<file path="config.mk">
export PLATFORM = sky130hd
export DESIGN_NAME = instr_mem_ctrl
export DESIGN_NICKNAME = d
export VERILOG_FILES = /design/src/rtl/instr_mem_ctrl.sv
export SDC_FILE = /design/constraint.sdc
export NUM_CORES = 2
export LEC_CHECK = 0
export ABC_CLOCK_PERIOD_IN_PS = 8600
export CAP_MARGIN = 20
export CORE_MARGIN = 2
export CORE_UTILIZATION = 41
export CTS_CLUSTER_DIAMETER = 80
export DETAILED_ROUTE_END_ITERATION = 8
export PLACE_DENSITY = 0.56
export REMOVE_ABC_BUFFERS = 1
export SLEW_MARGIN = 10
export SYNTH_ARGS = -nofsm -noshare
export SYNTH_HDL_FRONTEND = slang
export SYNTH_SLANG_ARGS = --single-unit
</file>
<file path="constraint.sdc">
create_clock -name clk -period 8.6 [get_ports clk]
set_clock_uncertainty 0.2 [all_clocks]
set_input_delay 0.86 -clock clk [delete_from_list [all_inputs] [get_ports clk]]
set_output_delay 0.86 -clock clk [all_outputs]
set_load 0.05 [all_outputs]
</file>
<file path="src/rtl/instr_mem_ctrl.sv">
// Instruction memory with a FILL clear sweep after reset, a word-wide loader write port
// and a single-cycle-latency fetch port that faults misaligned or out-of-range addresses.
module instr_mem_ctrl #(
  parameter int          DEPTH = 64,
  parameter logic [31:0] FILL  = 32'h0000_0013,
  parameter int          AW    = $clog2(DEPTH)
) (
  input  logic        clk,
  input  logic        reset,
  input  logic        ld_valid,
  input  logic [31:0] ld_addr,
  input  logic [31:0] ld_data,
  output logic        ld_ready,
  input  logic        fetch_req,
  input  logic [31:0] fetch_addr,
  output logic        fetch_ready,
  output logic        instr_valid,
  output logic [31:0] instr_out,
  output logic        instr_fault,
  output logic        busy
);

  typedef enum logic {
    ST_CLEAR = 1'b0,
    ST_READY = 1'b1
  } state_e;

  localparam logic [AW:0] LAST_IDX = (AW + 1)'(DEPTH - 1);

  state_e      state_q, state_d;
  logic [AW:0] cnt_q, cnt_d;
  logic        instr_valid_q, instr_valid_d;
  logic [31:0] instr_out_q, instr_out_d;
  logic        instr_fault_q, instr_fault_d;

  logic [31:0] mem [DEPTH];

  logic          mem_we;
  logic [AW-1:0] mem_waddr;
  logic [31:0]   mem_wdata;

  logic [AW-1:0] ld_idx, fetch_idx;
  logic          ld_ok, fetch_ok;

  // An address is usable only if word-aligned and every bit above the index field is zero.
  assign ld_idx    = ld_addr[AW+1:2];
  assign fetch_idx = fetch_addr[AW+1:2];
  assign ld_ok     = (ld_addr[1:0] == 2'b00)    && (ld_addr[31:AW+2] == '0);
  assign fetch_ok  = (fetch_addr[1:0] == 2'b00) && (fetch_addr[31:AW+2] == '0);

  always_comb begin
    // NOTE: every signal gets a default before the case so no path leaves one unassigned,
    // which would otherwise infer a latch.
    state_d       = state_q;
    cnt_d         = cnt_q;
    instr_valid_d = 1'b0;
    instr_out_d   = instr_out_q;
    instr_fault_d = instr_fault_q;
    mem_we        = 1'b0;
    mem_waddr     = ld_idx;
    mem_wdata     = ld_data;

    case (state_q)
      ST_CLEAR: begin
        mem_we    = 1'b1;
        mem_waddr = cnt_q[AW-1:0];
        mem_wdata = FILL;
        cnt_d     = cnt_q + 1'b1;
        if (cnt_q == LAST_IDX) state_d = ST_READY;
      end
      ST_READY: begin
        mem_we = ld_valid && ld_ok;
        // The read sees the array before this edge's write, giving read-before-write.
        if (fetch_req) begin
          instr_valid_d = 1'b1;
          if (fetch_ok) begin
            instr_out_d   = mem[fetch_idx];
            instr_fault_d = 1'b0;
          end else begin
            instr_out_d   = FILL;
            instr_fault_d = 1'b1;
          end
        end
      end
      default: state_d = ST_CLEAR;
    endcase
  end

  always_ff @(posedge clk or posedge reset) begin
    if (reset) begin
      state_q       <= ST_CLEAR;
      cnt_q         <= '0;
      instr_valid_q <= 1'b0;
      instr_out_q   <= 32'h0;
      instr_fault_q <= 1'b0;
    end else begin
      state_q       <= state_d;
      cnt_q         <= cnt_d;
      instr_valid_q <= instr_valid_d;
      instr_out_q   <= instr_out_d;
      instr_fault_q <= instr_fault_d;
    end
  end

  // NOTE: the array has no reset; the clear sweep that follows every reset initialises it,
  // and leaving reset off lets it map onto RAM.
  always_ff @(posedge clk) begin
    if (mem_we) mem[mem_waddr] <= mem_wdata;
  end

  assign busy        = (state_q == ST_CLEAR);
  assign ld_ready    = (state_q == ST_READY);
  assign fetch_ready = (state_q == ST_READY);
  assign instr_valid = instr_valid_q;
  assign instr_out   = instr_out_q;
  assign instr_fault = instr_fault_q;

endmodule

</file>
# [Yosys cells after proc, flatten, opt, wreduce, memory -nomap -nowiden]
# Memory sizes are Yosys's and may differ from the RTL's.
# Index checks and enable logic that the tools add are counted.
# W data, S select, Z words.
[word_totals] regBits=42 mem_bits_rw=2048 inputBits=100 n_memories=1
[classes] n_addsub=1 eq_ne=1 muxes=11 bitwise=1 n_reduce_logical=8
[memory_table] name="mem" words=64 width=32 read_ports=1 rd_ports_with_merged_regs=0 write_ports=1 line_no="36" text="logic [31:0] mem [DEPTH];"
[op_table] op="$mux W32" n=2
[op_table] op="$logic_not A24 Y1" n=2
[op_table] op="$add A7 B1 Y7 const B" n=1
[op_table] op="$eq A7 B6 Y1 const B" n=1
[op_table] op="$mux W1" n=7
[op_table] op="$mux W6" n=1
[op_table] op="$logic_not A2 Y1" n=2
[op_table] op="$logic_and A1 B1 Y1" n=3
[op_table] op="$pmux W1 S2" n=1
[op_table] op="$reduce_and A2 Y1" n=1
[op_table] op="$not A1 Y1" n=1

# [Longest topological paths before layout]
[logic_depth] word_depth=6 mapped_depth=11 ltp_nobuf=5

# [Least setup slack after synthesis]
# Ideal clock, no wire load.
[synth_path] path_kind="reg2reg" start="register state_q, in the netlist fetch_ready" end="memory mem[0][0] (enable)" arrival_time_ns=3.781 path_slack_ns=4.198 path_stages_with_launch=5 n_path_buf=0 synth_period_minus_slack_ns=4.402 path_cell_list="dfrtp_1 -> clkinv_1 -> o41ai_1 -> nand2_1 -> nor2_1"
[synth_between] elab_chain_len=4
[synth_lines] item="start, declared" line_no="30" text="state_e state_q, state_d;"
[synth_lines] item="start signal, assigned" line_no="97" text="state_q <= state_d;"
[synth_lines] item="$not A1 Y1"
[synth_lines] item="net busy" line_no="20" text="output logic busy"
[synth_lines] item="$pmux W1 S2" line_no="63" text="case (state_q)"
[synth_lines] item="$mux W1" line_no="108" text="if (mem_we) mem[mem_waddr] <= mem_wdata;"
[synth_lines] item="$mux W1 (not written as such)" line_no="108"
[synth_lines] item="end, declared" line_no="36"
# The timed path passes the listed nets, and every way through them passes these cells.

# [Worst setup path in the final report]
[layout_path] start="input port ld_addr[15]" end="memory mem[61][18] (enable)"
[layout_between] elab_chain_len=6
[layout_lines] item="start, declared" line_no="11" text="input logic [31:0] ld_addr,"
[layout_lines] item="$logic_not A24 Y1" line_no="48" text="assign ld_ok = (ld_addr[1:0] == 2'b00) && (ld_addr[31:AW+2] == '0);"
[layout_lines] item="$logic_and A1 B1 Y1" line_no="48"
[layout_lines] item="$logic_and A1 B1 Y1" line_no="72" text="mem_we = ld_valid && ld_ok;"
[layout_lines] item="$pmux W1 S2" line_no="63"
[layout_lines] item="$mux W1" line_no="108"
[layout_lines] item="$mux W1 (not written as such)" line_no="108"
# Every way passes these cells.

==> impl_metrics.toml <==
[cells_and_area]
final_common_cell = "edfxtp_1"
final_cell_mix = "edfxtp_1 (2048), mux4_2 (505), clkbuf_16 (210), nand2_1 (146), a22oi_1 (144)"
drive_above_1_share_pct = 25.9
postLayoutCellArea_um2 = 92200
finish.utilization_pct = 47.4
area_delta_synth_final_pct = 15.2
layout.nets = 3940

[grt]
grtUsageTotal_pct = 22.4
overflow = 0
grt_max_degree = 124
grt_pass1_vias = 38451
antenna_found_initial = 8
grt_pass1_wl_um = 310000

[power_and_ir_drop]
irDropWorstVdd_uv = 193
leakage_nw = 24.1
power.density_nw_per_um2 = 221

[detailed_routing]
routed_wl_um = 223000
drcViolationCount = 0
wire_per_inst_um = 33.9
via_per_inst = 5.88
num_vias = 38650
dr.pass1.iters = 5
final_antenna_net_count = 0
dr.first_iter.drc_count = 4848

[placed_design]
gp_congestion = 0.933
post_dp_cell_area_um2 = 85300
portBuffers = 136
preCtsSetupSlack_ns = 3.20
place_hpwl_um = 130000

[sta]
worst_slack_ns = 4.07
tns_ns = 0
report.final.slew_viol_count = 0
period_needed_ns = 4.53
rsz0062_at_grt = "false"
finalCritPeriodShare_pct = 52.7
hold_ws_ns = 0.278
finalHoldViolCount = 0
setup_violations = 0
max_slew_margin_pct = 21.9
fmax_ghz = 0.221
worst-slew-pin-transition_ns = 1.17

[floorplan]
dieArea_um2 = 199000
die_h_um = 446
initial_core_util_pct = 41.2
fp.dieW_um = 446
placementRows = 162
io-pin-count = 137
core_area_um2 = 194000

[setup_path]
worstSetupPathType = "in -> reg"
crit_path_end_kind = "flop"
critPathMaxFanout = 32
cp-start-kind = "primary input"
cp.required_ns = 8.86
cp_data_arrival_time_ns = 4.79

[logic_synthesis]
ys_seq_elements = 2090
synth_warnings = 0
synth_cell_type_count = 53
yosysSeqAreaShare_pct = 78.1
synthArstFlopShare_pct = 2.01
synth_edf_count = 2048
netlist_area_um2 = 80000
synth_cells = 3574
syn_area_per_cell_um2 = 22.4
yosys_most_used_dff = "edfxtp_1"

[cts]
postCtsSetupRepairBufs = 0
ctsHoldBuffers = 0
cts_resized = 0
cts_root_buf = "clkbuf_16"
cts_made_buffers = 209
cts_tree = "done"
cts_sinks = 2090
cts.clk_slew.worst_paths_ns = 0.06
htree_levels = 4
clockBufferDepth = 3
insertion_delay_ns = 0.85

[hold_path]
hold_class = "reg -> reg"

[flow_run]
drv_cap = 0

[run_status]
status = "complete, no violations"
==> flip-flops by register name, indices dropped and copies added (netlist names) <==
signal / count
mem: 2048
instr_out: 32
cnt_q: 7
fetch_ready: 1
instr_fault: 1
instr_valid: 1
==> Yosys cell counts, drive strengths merged (2+ instances only) <==
cell type	instances	share of area (%)
a211oi	9	0.084
a21oi	6	0.038
a221oi	15	0.16
a22o	7	0.077
a22oi	144	1.4
a32o	3	0.038
a32oi	11	0.12
and2	34	0.27
and3	4	0.031
and3b	2	0.022
buf	122	0.88
clkbuf	69	0.32
dfrtp	42	1.3
edfxtp	2048	77
inv	10	0.047
mux2	14	0.20
mux2i	136	1.7
mux4	505	14
nand2	147	0.69
nand2b	5	0.039
nand3	55	0.34
nand4	22	0.17
nor2	88	0.41
nor2b	9	0.070
nor3	6	0.038
nor4	11	0.086
o2111ai	2	0.022
o211ai	4	0.038
o21ai	13	0.081
o221ai	3	0.033
o32ai	3	0.033
o41ai	2	0.022
or2	2	0.016
xnor2	6	0.066
==> cells by family (layout without fill, tap and decap cells) <==
kind of cell	Yosys count	count (layout)	synth area share, %
adders and majority gates	1	1	0.0156
buffers and inverters	202	650	1.26
muxes	655	655	16.1
and+or+nand+nor	391	391	2.24
other	0	6	0
AOI/OAI and AO/OA	229	229	2.17
DFF	2090	2090	78.1
xor gates and xnor gates	6	6	0.0656
==> power breakdown <==
part / leakage [nW] / internal [W] / switching, W / total (W)
Combinational: 5.72 / 0.000206 / 0.000325 / 0.000531
Clock: 3.26 / 0.00495 / 0.00390 / 0.00885
Sequential: 15.1 / 0.0110 / 0 / 0.0110
==> worst max-delay path, stage by stage <==
cell and delay (ns):
clkdlybuf4s50_1 0.40, nor4b_1 0.32, nand4_1 0.44, o41ai_1 0.81
nand2_1 0.80, nor2_4 1.11
==> routing by layer <==
| layer | share of wire [%] | GRT usage, % |
|---|---|---|
| met1 | 41 | 31.7 |
| met2 | 48 | 35.6 |
| met3 | 7.0 | 3.76 |
| met4 | 3.2 | 7.36 |
| met5 | 0 | 0 |
==> cell type report <==
class                   instances  area, um2
fillers                     15781     102000
clock buffers                 262       5510
well taps                    2542       3180
clock inverters               132       1130
inverters                      11       41.3
flip-flops and latches       2090      62600
repair buffers                245       2700
multi-input cells            1282      17100
diodes                          6       15.0
==> worst paths after layout <==
check | start | endpoint | slack, ns | cells after the start
worst max-delay path | ld_addr[15] | mem[61][18] | 4.07 | 6
worst min-delay path | cnt_q[6] | fetch_ready | 0.28 | 1
worst max register to register | fetch_ready | instr_out[24] | 4.30 | 6
worst min register to register | cnt_q[6] | fetch_ready | 0.28 | 1
max in group asynchronous | reset | fetch_ready | 7.31 | 3
min in group asynchronous | reset | instr_out[5] | 0.29 | 3
==> per-stage QoR <==
step | cells | power, W
after floorplan | 3383 | 0.0114
after global placement | 6142 | 0.0118
after detailed placement | 6157 | 0.0118
after CTS | 6551 | 0.0206
after global routing | 6565 | 0.0209
final | 6570 | 0.0204
Power figures use the tool's default switching activity.
